**src/rtl/mem_access_unit.sv**
```systemverilog
// MEM-stage data memory access unit: issues one registered request per memop, stalls
// upstream until ack or timeout, and registers the MEM/WB outputs (bubble while stalled).
module mem_access_unit #(
  parameter int ACK_TIMEOUT = 255
) (
  input  logic        clk,
  input  logic        rst,
  input  logic [4:0]  WM,
  input  logic [63:0] alu_result,
  input  logic [63:0] mux4_out,
  input  logic [4:0]  RD_n,
  output logic        dmem_req,
  output logic        dmem_we,
  output logic [63:0] dmem_addr,
  output logic [63:0] dmem_wdata,
  input  logic        dmem_ack,
  input  logic [63:0] dmem_rdata,
  output logic        stall,
  output logic [1:0]  WB_out,
  output logic [63:0] mem_data_out,
  output logic [63:0] alu_result_out,
  output logic [4:0]  RD_n_out,
  output logic        err
);

  localparam logic [0:0] IDLE   = 1'b0;
  localparam logic [0:0] ACCESS = 1'b1;

  logic [0:0] state;
  logic [7:0] count;
  logic       memop;
  logic       timeout;
  logic       unused_wm0;

  assign unused_wm0 = WM[0];
  assign memop      = WM[2] | WM[1];
  assign timeout    = (count == 8'(ACK_TIMEOUT - 1));
  assign stall      = ((state == IDLE) & memop) |
                      ((state == ACCESS) & ~dmem_ack & ~timeout);

  always_ff @(posedge clk or posedge rst) begin
    if (rst) begin
      state          <= IDLE;
      count          <= 8'd0;
      dmem_req       <= 1'b0;
      dmem_we        <= 1'b0;
      dmem_addr      <= 64'd0;
      dmem_wdata     <= 64'd0;
      WB_out         <= 2'b00;
      mem_data_out   <= 64'd0;
      alu_result_out <= 64'd0;
      RD_n_out       <= 5'd0;
      err            <= 1'b0;
    end else begin
      case (state)
        IDLE: begin
          if (memop) begin
            dmem_req       <= 1'b1;
            dmem_we        <= WM[1];
            dmem_addr      <= alu_result;
            dmem_wdata     <= mux4_out;
            count          <= 8'd0;
            state          <= ACCESS;
            WB_out         <= 2'b00;
            alu_result_out <= 64'd0;
            RD_n_out       <= 5'd0;
            mem_data_out   <= 64'd0;
          end else begin
            WB_out         <= WM[4:3];
            alu_result_out <= alu_result;
            RD_n_out       <= RD_n;
            mem_data_out   <= 64'd0;
          end
        end
        ACCESS: begin
          if (dmem_ack) begin
            // Upstream is frozen during ACCESS, so WM/RD_n still belong to this instruction.
            WB_out         <= WM[4:3];
            alu_result_out <= alu_result;
            RD_n_out       <= RD_n;
            mem_data_out   <= dmem_we ? 64'd0 : dmem_rdata;
            dmem_req       <= 1'b0;
            state          <= IDLE;
          end else begin
            count          <= count + 8'd1;
            WB_out         <= 2'b00;
            alu_result_out <= 64'd0;
            RD_n_out       <= 5'd0;
            mem_data_out   <= 64'd0;
            if (timeout) begin
              dmem_req <= 1'b0;
              err      <= 1'b1;
              state    <= IDLE;
            end
          end
        end
        default: state <= IDLE;
      endcase
    end
  end

endmodule
```
**config.mk**
```make
export PLATFORM = sky130hd
export DESIGN_NAME = mem_access_unit
export DESIGN_NICKNAME = d
export VERILOG_FILES = /design/src/rtl/mem_access_unit.sv
export SDC_FILE = /design/constraint.sdc
export NUM_CORES = 1
export LEC_CHECK = 0
export ABC_AREA = 1
export CAP_MARGIN = 20
export CORE_AREA = 5 5 181 183
export CTS_CLUSTER_DIAMETER = 120
export DETAILED_ROUTE_END_ITERATION = 16
export DIE_AREA = 0 0 186 188
export GPL_ROUTABILITY_DRIVEN = 0
export PLACE_DENSITY = 0.62
export SKIP_CTS_REPAIR_TIMING = 1
export SLEW_MARGIN = 20
export SYNTH_ARGS = -nofsm -noshare
export SYNTH_HDL_FRONTEND = slang
export SYNTH_SLANG_ARGS = --single-unit
```
**constraint.sdc**
```tcl
create_clock -name clk -period 11.5 [get_ports clk]
set_clock_uncertainty 0.05 [all_clocks]
set_input_delay 2.3 -clock clk [delete_from_list [all_inputs] [get_ports clk]]
set_output_delay 2.3 -clock clk [all_outputs]
set_load 0.1 [all_outputs]
```
# ---- Word level (Yosys, flattened, before mapping)
# Index checks and enable logic that the tools add are counted.
dict set report word_totals {
  in_bits 205
  elab_cells 51
  reg_bits 275
  output_inout_bits 267
}
dict set report op_classes {
  n_reduce_logical 4
  addsub 1
  n_bitwise 8
  eq_ne 4
  mux 23
}
# cell count
set ops {}
lappend ops {{$mux W64} 4}
lappend ops {{$pmux W64 S2} 2}
lappend ops {{$mux W8} 2}
lappend ops {{$pmux W8 S2} 1}
lappend ops {{$mux W5} 2}
lappend ops {{$pmux W5 S2} 1}
lappend ops {{$add A8 B1 Y8 const B} 1}
lappend ops {{$eq A8 B8 Y1 const B} 1}
lappend ops {{$mux W1} 6}
lappend ops {{$reduce_and A2 Y1} 3}
lappend ops {{$mux W2} 2}
lappend ops {{$ne A2 B2 Y1 const B} 2}
lappend ops {{$pmux W1 S2} 2}
lappend ops {{$pmux W2 S2} 1}
lappend ops {{$and A1 B1 Y1} 3}
lappend ops {{$ne A3 B2 Y1 const B} 1}
lappend ops {{$not A1 Y1} 3}
lappend ops {{$reduce_and A3 Y1} 1}
lappend ops {{$or A1 B1 Y1} 2}

# ---- Logic depth before layout (Yosys ltp)
# Gate-level depths: netlist of run 1.
dict set report logic_depth {
  depth_word 4
  ltp_mapped 9
}

# ---- Worst setup path after synthesis of run 1
# Ideal clock, no wire load.
dict set report synth_timing {
  path_type {input-to-output}
  start {input port WM[1]}
  end {output port stall}
  slack_ns 5.661
  t_required_ns 9.150
  arrival_ns 3.489
  n_path_buf 3
  path_stages 5
  path_cell_list {o21ai_1 -> buf_4 -> buf_4 -> buf_2 -> nand2_1}
}
dict set report synth_between {
  elab_chain_len 3
}
# element line
set synth_lines {}
lappend synth_lines {{start: declaration} 8} ;# input logic [4:0] WM,
lappend synth_lines {{$or A1 B1 Y1} 36} ;# assign memop = WM[2] | WM[1];
lappend synth_lines {{$and A1 B1 Y1} 38} ;# assign stall = ((state == IDLE) & memop) |
lappend synth_lines {{$or A1 B1 Y1} 38}
lappend synth_lines {{end: declaration} 18} ;# output logic stall,
# No other way between the ends.

# ---- Worst setup path after layout of run 1
# Same ends and word-level chain as after synthesis.

==> flow_summary.toml, run 1 <==
[status]
status = "complete, no violations"

[sta]
drv_slew = 0
finalCritPeriodShare_pct = 61.2
tns_ps = 0
hold_violations = 0
fmax_mhz = 142
setup_viol = 0
worstMarginPinSlew_ps = 1080
rsz0062_at_grt = "false"
fin_crit_ps = 7040
maxSlewHeadroom_pct = 27.7

[hold_path]
min_path_type = "reg -> reg"

[critical_path]
crit_chain = "clkdlybuf4s50_1 > o21ai_4 > buf_12 > nand2_1 > clkdlybuf4s50_1"
cpPeakStageDelay_ps = 1020
reg2reg_setup_slack_ps = 8780
cp.required_ps = 9150
crit_start = "WM[1]"
path_delay_family = "buffers and inverters"
critPathLaunchType = "input pin"
criticalPathCategory = "in -> out"
critPathArrivalTime_ps = 4690
ff2ff_path_depth = 8
rr_startpoint = "state"
worst_path_most_repeated_cell = "clkdlybuf4s50_1"
critPathCaptureType = "output port"
cp_num_cells = 5
r2r-end = "count[4]"
worstPathBufferInverterCount = 3
cp-endpoint = "stall"
critPathMaxFanout = 200
worst_path_max_delay_cell = "clkdlybuf4s50_1"

[cells_and_area]
n_antenna_cell = 0
drive_above_1_share_pct = 3.98
layout.nets = 1643
mostFrequentLayoutCells = "470 x clkdlybuf4s50_1, 278 x nand2_1, 275 x dfrtp_1, 144 x inv_1, 143 x nor2_1"
mostFrequentLayoutCell = "clkdlybuf4s50_1"
seq_area_um2 = 6880
n_fill_cell = 2834
multi_input_area_um2 = 2050
area_delta_synth_final_pct = 63.1
fin_cells = 1859

[logic_synthesis]
ys_seq_elements = 275
ys_warn_count = 0
syn-cell-area_um2 = 9660
yosysSeqAreaShare_pct = 71.2
synth_cell_type_count = 16
netlist_instances = 971
syn_nets = 1178
avgSynthCellArea_um2 = 9.95

[drt]
num_vias = 7709
ant_nets = 0
drt-total-wl_um = 29200
routedWlPerCell_um = 15.7
drt-initial-drc-count = 377
avgViaCountPerCell = 4.15
drcViolationCount = 0
drt_first_pass_iters = 4

[clock_network]
cts_buffer_depth = 3
cts_buffers = 30
ctsRootBufferMaster = "clkbuf_16"
h-tree-depth = 1
cts_tree = "yes"
clock_latency_ps = 530
cts_sinks = 275
clkTransAtPathRegs_ps = 50

[placement]
placed_cells = 1806
port_buffers = 470
dp.final_hpwl_um = 20700

[die]
die-area_um2 = 35000
die_height_um = 188
fp.coreArea_um2 = 31100
die_x_um = 186
start_util_pct = 31.1
fp-row-count = 65
boundaryPins = 472

[global_route]
track_usage_pct = 16.3
grt_max_degree = 201
grt-ovfl-total = 0
antenna_found_initial = 1
grt_pass1_vias = 8135
grt_pass1_wl_um = 45600

[run]
cap_violations = 0

[power_and_ir_drop]
p_per_area_nw_per_um2 = 303
peakVddDrop_mv = 0.130
leakage_nw = 7.76
==> metrics by stage <==
step	hold slack, ps	setup WS [ps]	power (mW)	area (um^2)	utilization, %
final	419	4460	4.78	15800	50.7
after detailed placement	409	4390	3.84	14700	47.5
after global placement	407	4380	3.83	14700	47.5
after global routing	441	4300	4.97	15800	50.7
after CTS	421	4390	4.83	15800	50.7
after floorplan	386	1570	3.18	9660	-
==> metal layers <==
layer	vias up	routed length, um	GRT usage, %
met1	3534	10700	18.4
met4	2	1040	5.30
li1	3783	-	-
met3	58	3260	6.75
met2	332	14200	28.1
met5	-	11	0
==> synth_stat cells <==
library cell	number	area [um^2]
clkbuf_1	16	60.1
o21ai_1	1	5.00
a21oi_1	6	30.0
nand3_1	4	20.0
inv_1	146	548
inv_2	1	3.75
nand2_2	1	6.26
dfrtp_1	275	6880
buf_2	19	95.1
o21bai_1	1	7.51
nor2_1	143	537
o21ai_0	71	355
buf_4	5	37.5
nand2_1	278	1040
ha_1	2	25.0
buf_1	2	7.51
==> worst min path at each step <==
stage | cells after the start | endpoint | start | slack [ps]
after global placement | 2 | dmem_req | dmem_req | 410
after CTS | 1 | count[7] | count[7] | 420
final | 1 | count[7] | count[7] | 420
after floorplan | 1 | count[7] | count[7] | 390
after global routing | 2 | dmem_wdata[40] | dmem_wdata[40] | 440
after detailed placement | 1 | count[7] | count[7] | 410
==> cells by family (layout without fill, tap and decap cells) <==
kind of cell    count (synthesis)  after routing  share of synthesized area, %
simple gates                  426            426                          16.6
flops                         275            275                          71.2
buf+inv                       189            675                          7.78
compound gates                 79             79                          4.12
fa+ha+maj                       2              2                         0.259
==> flip-flops by register name, summed over array words and instances (netlist names) <==
signal / cells
dmem_we: 1
mem_data_out: 64
err: 1
alu_result_out: 64
WB_out: 2
dmem_addr: 64
state: 1
dmem_req: 1
RD_n_out: 5
dmem_wdata: 64
count: 8
==> report_power, final <==
part | total (mW) | switching (mW) | internal [mW] | leakage [nW]
Sequential | 1.29 | 0.103 | 1.19 | 3.52
Clock | 0.966 | 0.375 | 0.591 | 0.498
Combinational | 2.52 | 2.01 | 0.508 | 3.74
Total | 4.78 | 2.49 | 2.29 | 7.76
==> worst register-to-register path: cells and delay by family (launching register included) <==
| kind | cells | cell delay [ps] |
|---|---|---|
| buffers and inverters | 4 | 1330 |
| flip-flops | 1 | 410 |
| AO/OA/AOI/OAI | 2 | 140 |
| AND/OR/NAND/NOR | 2 | 690 |
==> final cells by class <==
| class | instances | area share [%] |
|---|---|---|
| clock inverter | 7 | 0.556 |
| clock buffer | 46 | 5.85 |
| inverter | 147 | 3.56 |
| sequential | 275 | 43.7 |
| tap | 402 | 3.19 |
| timing repair buffer | 475 | 30.2 |
| multi-input combinational | 507 | 13.0 |
Power figures use the tool's default switching activity.
==> inputs of run 2 (changes only) <==
==> constraint.sdc (replaced) <==
create_clock -name clk -period 6.6 [get_ports clk]
set_clock_uncertainty 0.05 [all_clocks]
set_input_delay 1.32 -clock clk [delete_from_list [all_inputs] [get_ports clk]]
set_output_delay 1.32 -clock clk [all_outputs]
set_load 0.1 [all_outputs]
==> run 2 against run 1 <==
  * Final area up 0.33%
  * Register-to-register slack worse by 5100 ps
  * Wire length up 3.0%
  * Highest routed layer is now met4
  * Utilization up 0.17 points
  * Worst setup slack worse by 2700 ps
==> flow_summary.toml, run 2 (synthesis gave the netlist of run 1 again) <==
[status]
status = "complete, no violations"

[global_route]
grt_pass1_wl_um = 46200
grt-ovfl-total = 0
grt_max_degree = 144
track_usage_pct = 16.7
grt_pass1_vias = 8133
antenna_found_initial = 0

[cells_and_area]
n_fill_cell = 2834
n_antenna_cell = 0
layout.nets = 1644
mostFrequentLayoutCell = "clkdlybuf4s50_1"
drive_above_1_share_pct = 4.18
area_delta_synth_final_pct = 63.6
mostFrequentLayoutCells = "470 x clkdlybuf4s50_1, 278 x nand2_1, 275 x dfrtp_1, 144 x inv_1, 143 x nor2_1"

[critical_path]
cpPeakStageDelay_ps = 1160
criticalPathCategory = "in -> out"
rr_startpoint = "state"
critPathLaunchType = "input pin"
critPathMaxFanout = 6
cp_num_cells = 7
reg2reg_setup_slack_ps = 3680
crit_chain = "clkdlybuf4s50_1 > inv_1 > nand2_1 > inv_1 > nand2_1 > nand2_1 > clkdlybuf4s50_1"
worst_path_most_repeated_cell = "nand2_1"
worst_path_max_delay_cell = "clkdlybuf4s50_1"
critPathArrivalTime_ps = 3460
cp.required_ps = 5230
worstPathBufferInverterCount = 4
r2r-end = "count[6]"
path_delay_family = "buffers and inverters"
critPathCaptureType = "output port"
ff2ff_path_depth = 8

[drt]
drcViolationCount = 0
drt_first_pass_iters = 4
drt-initial-drc-count = 414
avgViaCountPerCell = 4.20
num_vias = 7817
drt-total-wl_um = 30100
ant_nets = 0
routedWlPerCell_um = 16.2

[die]
die_x_um = 186
fp-row-count = 65
boundaryPins = 472
die_height_um = 188
fp.coreArea_um2 = 31100
die-area_um2 = 35000
start_util_pct = 31.1

[clock_network]
cts_buffer_depth = 3
clkTransAtPathRegs_ps = 60
h-tree-depth = 1
clock_latency_ps = 540
ctsRootBufferMaster = "clkbuf_16"
cts_tree = "yes"
cts_buffers = 30
cts_sinks = 275

[sta]
drv_slew = 0
fmax_mhz = 207
maxSlewHeadroom_pct = 26.9
setup_viol = 0
whs_ps = 423
setup_slack_ps = 1770
worstMarginPinSlew_ps = 1090
finalCritPeriodShare_pct = 73.2
fin_crit_ps = 4830
hold_violations = 0
tns_ps = 0
rsz0062_at_grt = "false"

[power_and_ir_drop]
peakVddDrop_mv = 0.244
finalPower_mw = 8.40
leakage_nw = 7.77
p_per_area_nw_per_um2 = 531

[placement]
port_buffers = 470
dp.final_hpwl_um = 21700
pre_cts_ws_ps = 1780

[hold_path]
min_path_type = "reg -> reg"
min-delay-start = "count[7]"
whs_path_depth = 1
whs_endpoint = "count[7]"

[run]
cap_violations = 0
## run 2: changes by cell type in the layout (fill, tap and decap cells not counted), sizes merged
| cell | delta |
|---|---|
| buf | +1 |
| clkinvlp | +2 |
| inv | -1 |
| clkbuf | -3 |
| bufinv | +2 |
| clkinv | +2 |
## run 2: final cells by class
cell class / instances / area [um^2] / area share (%)
tap: 402 / 503 / 3.18
timing repair buffer: 476 / 4780 / 30.2
clock buffer: 43 / 881 / 5.57
sequential: 275 / 6880 / 43.5
clock inverter: 12 / 165 / 1.04
inverter: 147 / 558 / 3.53
multi-input combinational: 507 / 2050 / 12.9
## run 2: per-layer routing
layer  vias to the layer above  share of wire, %  track usage [%]
met1                      3632                36             18.6
met5                         -                 0                0
met4                         0               3.4             5.77
met3                        60                11             6.98
met2                       346                50             28.6
li1                       3779                 -                -
## run 2: worst max path at each step
stage | startpoint | end | slack (ps)
floorplan | rst | RD_n_out[0] | 1590
global placement | dmem_ack | stall | 1770
detailed placement | dmem_ack | stall | 1780
CTS | dmem_ack | stall | 1770
global route | dmem_ack | stall | 1670
finish | dmem_ack | stall | 1770
## run 2: through the flow
step / std cells / utilization (%) / instance area (um^2)
2_1_floorplan: 971 / - / 9670
3_3_place_gp: 1807 / 47.5 / 14800
3_5_place_dp: 1807 / 47.5 / 14800
4_1_cts: 1862 / 50.9 / 15800
5_1_grt: 1862 / 50.9 / 15800
6_report: 1862 / 50.9 / 15800
## run 2: power by group
part	internal (mW)	leakage (nW)	switching [mW]	total, mW
combinational	0.886	3.74	3.51	4.39
sequential	2.07	3.52	0.185	2.26
clock	1.08	0.513	0.669	1.75
total	4.04	7.77	4.36	8.40
